**src/rtl/bcpu_alu_writeback_pkg.sv**
```systemverilog
// Purpose: shared types for the BCPU16 ALU result path (destination tag, ALU latency).
// Latency: n/a (types and constants only).
// Backpressure: n/a.
package bcpu_defs;

    // CE-steps from ALU issue to ALU_RESULT/ALU_FLAGS valid.
    localparam int ALU_LATENCY     = 3;
    // Register index width carried in the tag; the top's REG_ADDR_WIDTH must match it.
    localparam int BCPU_REG_ADDR_W = 3;

    typedef struct packed {
        logic                       valid;
        logic                       reg_wb;
        logic                       flags_wb;
        logic [BCPU_REG_ADDR_W-1:0] dest;
    } alu_wb_tag_t;

endpackage

```
**src/rtl/bcpu_alu_tag_pipe.sv**
```systemverilog
// Purpose: CE-gated shift register of destination tags, kept in step with the ALU pipeline.
// Latency: ALU_LATENCY CE-steps from i_tag to the last stage; all stages are visible.
// Backpressure: i_ce=0 freezes every stage, exactly like the ALU.
module bcpu_alu_tag_pipe
    import bcpu_defs::*;
(
    input  logic                              i_clk,
    input  logic                              i_rst_n,
    input  logic                              i_ce,
    input  alu_wb_tag_t                       i_tag,
    output alu_wb_tag_t [ALU_LATENCY-1:0]     o_stages
);

    // Index 0 is T1 (youngest), index ALU_LATENCY-1 is T3 (aligned with ALU output).
    alu_wb_tag_t [ALU_LATENCY-1:0] r_stages;

    // Shift one stage per enabled edge; reset discards everything in flight.
    always_ff @(posedge i_clk or negedge i_rst_n) begin
        if (!i_rst_n) begin
            r_stages <= '0;
        end else if (i_ce) begin
            r_stages <= {r_stages[ALU_LATENCY-2:0], i_tag};
        end
    end

    assign o_stages = r_stages;

endmodule

```
**src/rtl/bcpu_alu_writeback.sv**
```systemverilog
// Purpose: retire BCPU16 ALU results into regfile/flags and expose a register/flags scoreboard.
// Latency: write strobe is combinational in the CE cycle where the op's tag reaches T3.
// Backpressure: CE=0 holds all tags and suppresses the write; optional forwarding via BCPU_ALU_WB_BYPASS_EN.
module bcpu_alu_writeback
    import bcpu_defs::*;
#(
    parameter int DATA_WIDTH     = 16,
    parameter int REG_ADDR_WIDTH = BCPU_REG_ADDR_W
) (
    input  logic                         CLK,
    input  logic                         RESET_N,
    input  logic                         CE,
    input  logic                         ALU_EN,
    input  logic [REG_ADDR_WIDTH-1:0]    DEST_REG_IN,
    input  logic                         REG_WB_IN,
    input  logic                         FLAGS_WB_IN,
    input  logic [DATA_WIDTH-1:0]        ALU_RESULT,
    input  logic [3:0]                   ALU_FLAGS,
`ifdef BCPU_ALU_WB_BYPASS_EN
    input  logic [REG_ADDR_WIDTH-1:0]    RD_ADDR,
    output logic                         BYPASS_HIT,
    output logic [DATA_WIDTH-1:0]        BYPASS_DATA,
    output logic [3:0]                   BYPASS_FLAGS,
`endif
    output logic                         REG_WR_EN,
    output logic [REG_ADDR_WIDTH-1:0]    REG_WR_ADDR,
    output logic [DATA_WIDTH-1:0]        REG_WR_DATA,
    output logic [3:0]                   FLAGS,
    output logic [2**REG_ADDR_WIDTH-1:0] BUSY_MASK,
    output logic                         FLAGS_PENDING
);

    // With forwarding, the T3 result is readable this cycle, so it no longer stalls issue.
`ifdef BCPU_ALU_WB_BYPASS_EN
    localparam int SB_DEPTH = ALU_LATENCY - 1;
`else
    localparam int SB_DEPTH = ALU_LATENCY;
`endif

    alu_wb_tag_t                     w_tag_in;
    alu_wb_tag_t [ALU_LATENCY-1:0]   w_stages;
    alu_wb_tag_t                     w_t3;
    logic                            w_retire;
    logic [2**REG_ADDR_WIDTH-1:0]    w_busy;
    logic                            w_flags_pend;
    logic [3:0]                      r_flags;

    assign w_tag_in = '{valid: ALU_EN, reg_wb: REG_WB_IN, flags_wb: FLAGS_WB_IN, dest: DEST_REG_IN};

    bcpu_alu_tag_pipe u_tag_pipe (
        .i_clk    (CLK),
        .i_rst_n  (RESET_N),
        .i_ce     (CE),
        .i_tag    (w_tag_in),
        .o_stages (w_stages)
    );

    assign w_t3     = w_stages[ALU_LATENCY-1];
    // The regfile samples on the same CE edge that advances T3, so each op writes exactly once.
    assign w_retire = w_t3.valid & CE;

    assign REG_WR_EN   = w_retire & w_t3.reg_wb;
    assign REG_WR_ADDR = w_t3.dest;
    assign REG_WR_DATA = ALU_RESULT;

    // Architectural flags update only when a flag-writing op retires.
    always_ff @(posedge CLK or negedge RESET_N) begin
        if (!RESET_N) begin
            r_flags <= 4'b0000;
        end else if (w_retire && w_t3.flags_wb) begin
            r_flags <= ALU_FLAGS;
        end
    end

    assign FLAGS = r_flags;

    // Scoreboard: OR of one-hot destinations of every in-flight writer.
    always_comb begin
        w_busy       = '0;
        w_flags_pend = 1'b0;
        for (int i = 0; i < SB_DEPTH; i++) begin
            if (w_stages[i].valid && w_stages[i].reg_wb) begin
                w_busy[w_stages[i].dest] = 1'b1;
            end
            if (w_stages[i].valid && w_stages[i].flags_wb) begin
                w_flags_pend = 1'b1;
            end
        end
    end

    assign BUSY_MASK     = w_busy;
    assign FLAGS_PENDING = w_flags_pend;

`ifdef BCPU_ALU_WB_BYPASS_EN
    assign BYPASS_HIT   = w_t3.valid & w_t3.reg_wb & (w_t3.dest == RD_ADDR);
    assign BYPASS_DATA  = ALU_RESULT;
    assign BYPASS_FLAGS = (w_t3.valid && w_t3.flags_wb) ? ALU_FLAGS : r_flags;
`endif

endmodule
```
**config.mk**
```make
export PLATFORM = sky130hd
export DESIGN_NAME = bcpu_alu_writeback
export DESIGN_NICKNAME = d
export VERILOG_FILES = /design/src/rtl/bcpu_alu_writeback_pkg.sv /design/src/rtl/bcpu_alu_tag_pipe.sv /design/src/rtl/bcpu_alu_writeback.sv
export SDC_FILE = /design/constraint.sdc
export NUM_CORES = 1
export LEC_CHECK = 0
export ABC_AREA = 1
export CAP_MARGIN = 20
export CORE_UTILIZATION = 36
export DETAILED_ROUTE_END_ITERATION = 10
export GPL_TIMING_DRIVEN = 0
export MAX_ROUTING_LAYER = met4
export PLACE_DENSITY = 0.81
export SETUP_SLACK_MARGIN = 0.15
export SLEW_MARGIN = 20
export SYNTH_ARGS = -nofsm -noshare
export SYNTH_HDL_FRONTEND = slang
export SYNTH_SLANG_ARGS = --single-unit
```
**constraint.sdc**
```tcl
create_clock -name CLK -period 1 [get_ports CLK]
set_input_delay 0.3 -clock CLK [delete_from_list [all_inputs] [get_ports CLK]]
set_output_delay 0.3 -clock CLK [all_outputs]
set_load 0.05 [all_outputs]
```
==> metrics.txt, run 1 <==
Die H=61.5 um; Post-Syn Instances=165; io pins=62; status=finished, violations left; drc violations=0; Area Overhead vs Synth=88.9%; DR vias/cell=4.63; largest family of logic cells by synthesized area=simple AND/OR/NAND/NOR gates; number of DRC markers in iteration 0=36; Placement Setup Slack=-1300 ps; Startpoint Class=register; multiplexer share of the synthesized area=0%; Worst Skew=4.70 ps; row count=21; M1 WL=1290 um; Post-Synth Adder-Cell Area=0%; first-pass GRT wire length=4840 um; Worst-path clk slew=120 ps; Port Buf Inserts=45; Required @ worst endpoint=700 ps; Reg area=564 um2; clk sink count=22; synthesized area per cell=7.71 um2; initial core utilization=37.8%; Yosys reg bits=22; Hold-fix buffers, CTS=0; Finished Layout Cells=274; Final period util=164%; kind of critical path=reg -> out; commonest non-fill, non-tap cells in the layout=buf_6 (34), nand2_1 (33), buf_8 (28), nand3_2 (12); RSZ-0062 raised after global routing=yes; sequential area share after synthesis=43.3%; largest net degree at the start of global routing=23; number of global-route vias before repair=1195; Worst Path Max Fanout=4; met3 WL=195 um; CTS tree=built; clock period minus final worst setup slack=1640 ps; Post-Route WL=3250 um; utilization after layout=71.5%; Post-Syn Nets=194; Max Cap Viol=0; Vias=1269; ANT nets after route=0; CP endpoint kind=output pin; Max Transition Viols Final=0; H-tree depth=1; final worst setup slack=-638 ps; antenna cells=0; HPWL Detailed=2170 um; Slew headroom=64.8%; violated checks=negative setup slack; Final Hold Fails=0; Yosys warning total=0; commonest non-fill, non-tap cell in the layout=buf_6; Leak=1.14 nW; die width=61.5 um; antenna violations before repair=0; Worst VDD drop=0.941 mV; dpl cell area=0.00197 mm2; hold crit path type=in -> async; footprint of the multi-input gates=708 um2; final RePlAce weighted congestion=0.803; P per Cell Area=1340 mW/mm2; Final nets=258; Pre-antenna DRT Iters=4; highest metal used=met4; Die ar.=0.00378 mm2; CTS Buf Count=3; Total Routing Usage GR=18.2%; Compound-Gate Fraction of Synth Area=8.95%; Max Clk Rate=611 MHz; wire per inst=11.9 um; Worst-Margin Slew=528 ps; CP Data Arrival Time=1340 ps; fin area=0.00240 mm2; Max clock buf depth=2; Synth Area in XOR/XNOR=0%; Core Box Area=0.00336 mm2; GRT overflow=0; Synth cell types=17; clk_lat worst skew=310 ps; share of cells above drive strength 1=62.3%; CTS root buf=clkbuf_4; Post-Synth Simple-Gate Area=27.7%; fill count=260; Setup violations, final=22; met2 wire length=1730 um; Cell Area, Synth=0.00127 mm2; placed cell count=256
power by group:
group	internal, mW	switching, mW	total, mW
combinational	0.698	0.906	1.60
clock	0.156	0.261	0.417
sequential	1.05	0.159	1.21
total	1.91	1.33	3.23
cells in the mapped netlist:
library cell / count / share of area (%)
o211ai_1: 1 / 0.59
nor2_4: 1 / 0.88
inv_2: 2 / 0.59
nor2_2: 2 / 0.98
buf_6: 2 / 1.8
buf_4: 19 / 11
o21ai_2: 3 / 2.1
o21ai_0: 11 / 4.3
o21ai_1: 5 / 2.0
nor2_1: 10 / 3.0
nand2_1: 44 / 13
nand3_1: 22 / 8.7
inv_1: 18 / 5.3
nand3_2: 1 / 0.79
nand2_2: 1 / 0.49
dfrtp_1: 22 / 43
buf_8: 1 / 1.2
repair_timing:
action	in CTS	in global routing
pin swaps	14	7
setup buffers	10	4
endpoints found under the setup margin	77	26
gates resized for setup	297	26
final timing paths:
path                                         start                endpoint  slack [ps]  depth (start not counted)
max                        u_tag_pipe.o_stages[14]            BUSY_MASK[4]        -640                          5
min in group CLK                                CE                FLAGS[0]         330                          3
min                                        RESET_N  u_tag_pipe.o_stages[9]          40                          1
max reg2reg                u_tag_pipe.o_stages[17]                FLAGS[2]        -200                          7
max in group asynchronous                  RESET_N  u_tag_pipe.o_stages[8]         580                          1
min reg2reg                 u_tag_pipe.o_stages[3]  u_tag_pipe.o_stages[3]         520                          2
state kept, by name, summed over array words and instances, names as in the netlist:
register and flops:
u_tag_pipe.o_stages 18, FLAGS 4
stage by stage:
stage | hold slack (ps) | power, mW | setup TNS [ps]
detailed placement | 482 | 2.47 | -39580
CTS | 54.5 | 3.13 | -8110
global placement | 478 | 2.45 | -38220
global route | 79.7 | 3.40 | -10240
finish | 37.5 | 3.23 | -8950
floorplan | 4.41 | 2.07 | -2150
cells by family after synthesis:
family	Yosys count
flip-flops	22
AND/OR/NAND/NOR	81
buffers and inverters	42
AO/OA/AOI/OAI	20
critical path, cell delays in order, from the launching register on:
cell and delay, ps:
dfrtp_2 440, inv_2 70, nor2_4 170, nand3_2 120
nand3_4 80, buf_8 140
cell type report:
| class | count | area share (%) |
|---|---|---|
| timing repair buffer | 59 | 29.8 |
| multi-input combinational | 101 | 29.5 |
| sequential | 22 | 23.5 |
| buffer | 22 | 10.6 |
| inverter | 20 | 3.12 |
| tap | 46 | 2.39 |
| clock buffer | 4 | 1.09 |
routing by layer:
metal,global-route usage [%],vias up
li1,-,629
met1,20.5,584
met2,31.4,49
met3,4.62,7
met4,6.35,0
met5,-,-
No activity file was read; power rests on OpenSTA's default activity.
==> inputs of run 2 (changes only) <==
--- a/config.mk
+++ b/config.mk
@@ -16,4 +16,5 @@
 export SLEW_MARGIN = 20
 export SYNTH_ARGS = -nofsm -noshare
 export SYNTH_HDL_FRONTEND = slang
+export SYNTH_HIERARCHICAL = 1
 export SYNTH_SLANG_ARGS = --single-unit
==> run 2 against run 1 <==
Effect of this change:
- the run still ends with negative setup slack left
- register-to-register slack gained 100 ps
- fmax shrank 1.4%
- critical path depth is the same
- sequential share of layout area shrank 0.64 points
- cell area grew 3.3%
- sequential power is essentially flat
- combinational power is essentially flat
==> metrics.txt, run 2 <==
top-area cell type share of the netlist area=43.0% (-0.30 points); Die H=61.7 um (+0.33%); wire per inst=12.7 um (+6.6%); Die ar.=0.00380 mm2 (+0.67%); number of global-route vias before repair=1270 (+6.3%); Synth cell types=14 (-3); GRT overflow=0 (unchanged); P per Cell Area=1410 mW/mm2 (+5.2%); CTS tree=built; R2R Path End=FLAGS[0]; number of DRC markers in iteration 0=33 (-8.3%); Post-Route Setup TNS=-8240 ps (+702 ps); dpl cell area=0.00192 mm2 (-2.7%); commonest non-fill, non-tap cell in the layout=nand2_1; hold crit path type=in -> async; Final Hold Fails=0 (unchanged); first-pass GRT wire length=5300 um (+9.4%); Worst Skew=11.8 ps (+7.09 ps); CTS Buf Count=3 (unchanged); Commonest cells post-synth=nand2_1 (70), nand3_1 (23), dfrtp_1 (22); fin area=0.00248 mm2 (+3.3%); Pre-antenna DRT Iters=6 (+2); Largest register FFs=18 (unchanged); area leader, netlist=dfrtp_1; Max Clk Rate=602 MHz (-1.4%); kind of critical path=reg -> out; antenna cells=0 (unchanged); top-count cell post-synth=nand2_1; async set-reset flop share out of synthesis=100% (unchanged); Core Box Area=0.00336 mm2 (unchanged); Area Overhead vs Synth=93.7%; DR vias/cell=4.70 (+1.5%); reg2reg setup slack=-100 ps (+100 ps); Hold WS=32.1 ps (-5.38 ps); crit path capture=BUSY_MASK[1]; Max clock buf depth=2 (unchanged); Final nets=275 (+6.6%); Post-Syn Instances=176 (+6.7%); Post-Syn Nets=205 (+5.7%); die width=61.7 um (+0.33%); Worst Path Max Fanout=4 (unchanged); Setup violations, final=22 (unchanged); final RePlAce weighted congestion=0.790 (-1.6%); Worst VDD drop=0.721 mV (-23%); Yosys warning total=6 (+6); row count=21 (unchanged); r2r worst-path depth=6 (-1); ANT nets after route=0 (unchanged); initial core utilization=38.1% (+0.26 points); Worst-path clk slew=140 ps (+20 ps); Cell Area, Synth=0.00128 mm2 (+0.69%); CP endpoint kind=output pin; Total Routing Usage GR=19.8% (+1.6 points); drc violations=0 (unchanged); Max Transition Viols Final=0 (unchanged); violated checks=negative setup slack; Yosys reg bits=22 (unchanged); synthesized area per cell=7.28 um2 (-5.6%); largest net degree at the start of global routing=23 (unchanged); Setup crit start=u_tag_pipe/o_stages[17]; commonest non-fill, non-tap cells in the layout=nand2_1 (55), buf_6 (27), buf_8 (27), nand2_2 (20), buf_4 (18); antenna violations before repair=0 (unchanged); Port Buf Inserts=45 (unchanged); HPWL Detailed=2260 um (+4.3%); Worst-Margin Slew=541 ps (+13.0 ps); number of synthesized flops with an enable pin=0 (unchanged); Max Cap Viol=0 (unchanged); H-tree depth=1 (unchanged); clk sink count=22 (unchanged); Required @ worst endpoint=700 ps (about the same); sequential area share after synthesis=43.0% (-0.30 points); Post-Route WL=3680 um (+13%); Startpoint Class=register; clk_lat worst skew=310 ps (about the same); synth top area cells=dfrtp_1 (43%), nand2_1 (21%), buf_4 (10%); RSZ-0062 raised after global routing=yes; Slew headroom=63.9% (-0.87 points); Vias=1368 (+7.8%); Leak=1.24 nW (+8.8%); final worst setup slack=-661 ps (-23.5 ps); clock period minus final worst setup slack=1660 ps (+23.5 ps); io pins=62 (unchanged); status=finished, violations left; Synth Flop Type=dfrtp_1; CTS root buf=clkbuf_4; worst reg2reg path startpoint=u_tag_pipe/o_stages[17]; CP Data Arrival Time=1360 ps (+20 ps); share of cells above drive strength 1=61.6% (-0.65 points); Final period util=166% (+2.3 points)
## run 2: kinds of logic (layout without fill, tap and decap cells)
family | count (synthesis) | after routing | share of synthesized area, %
AO/OA/AOI/OAI | 4 | 4 | 1.56
buffers and inverters | 37 | 106 | 17.9
flip-flops | 22 | 22 | 43.0
AND/OR/NAND/NOR | 113 | 113 | 37.6
## run 2: area by class of cell
class / count / area (um2)
multi-input cells: 117 / 769
clock inverters: 1 / 30.0
flip-flops and latches: 22 / 567
repair buffers: 65 / 747
well taps: 46 / 57.6
fillers: 243 / 881
plain buffers: 19 / 214
inverters: 18 / 75.1
clock buffers: 3 / 22.5
## run 2: per-layer routing
| layer | global-route usage (%) | wire (um) |
|---|---|---|
| met2 | 35.8 | 2080 |
| met4 | 6.98 | 64 |
| met3 | 2.94 | 149 |
| met1 | 21.9 | 1390 |
| met5 | - | 0 |
## run 2: timing repair
item / in CTS / in global routing
buffers inserted: 6 / 14
pin swaps: 10 / 17
hold buffers: 0 / 0
endpoints found under the setup margin: 77 / 33
cloned: 0 / 0
resized for setup: 299 / 37
## run 2: worst min path at each step
stage | from | endpoint | slack (ps) | cells after the start
floorplan | RESET_N | FLAGS[0] | 4 | 0
finish | RESET_N | u_tag_pipe/o_stages[5] | 30 | 1
global route | RESET_N | u_tag_pipe/o_stages[5] | 80 | 1
CTS | RESET_N | u_tag_pipe/o_stages[5] | 50 | 1
global placement | FLAGS[1] | FLAGS[1] | 480 | 2
detailed placement | u_tag_pipe/o_stages[9] | u_tag_pipe/o_stages[9] | 480 | 2
## run 2: through the flow
stage | total power [mW] | worst slack (ps) | utilization (%) | cells
2_1_floorplan | 2.01 | -335 | - | 176
3_3_place_gp | 2.39 | -1090 | 57.0 | 267
3_5_place_dp | 2.42 | -1130 | 57.0 | 267
4_1_cts | 3.33 | -681 | 67.7 | 277
5_1_grt | 3.65 | -725 | 73.8 | 291
6_report | 3.51 | -661 | 73.8 | 291
## run 2: critical path: stages, from the launching register on
cell and delay (ps):
dfrtp_1 400, nand2_2 100, inv_2 120, nand3_1 160, nand3_4 120, buf_8 140
## run 2: power by group
group	switching, mW	total (mW)	internal (mW)
clock network	0.288	0.693	0.405
registers	0.175	1.23	1.05
logic	0.914	1.59	0.676
total	1.38	3.51	2.13
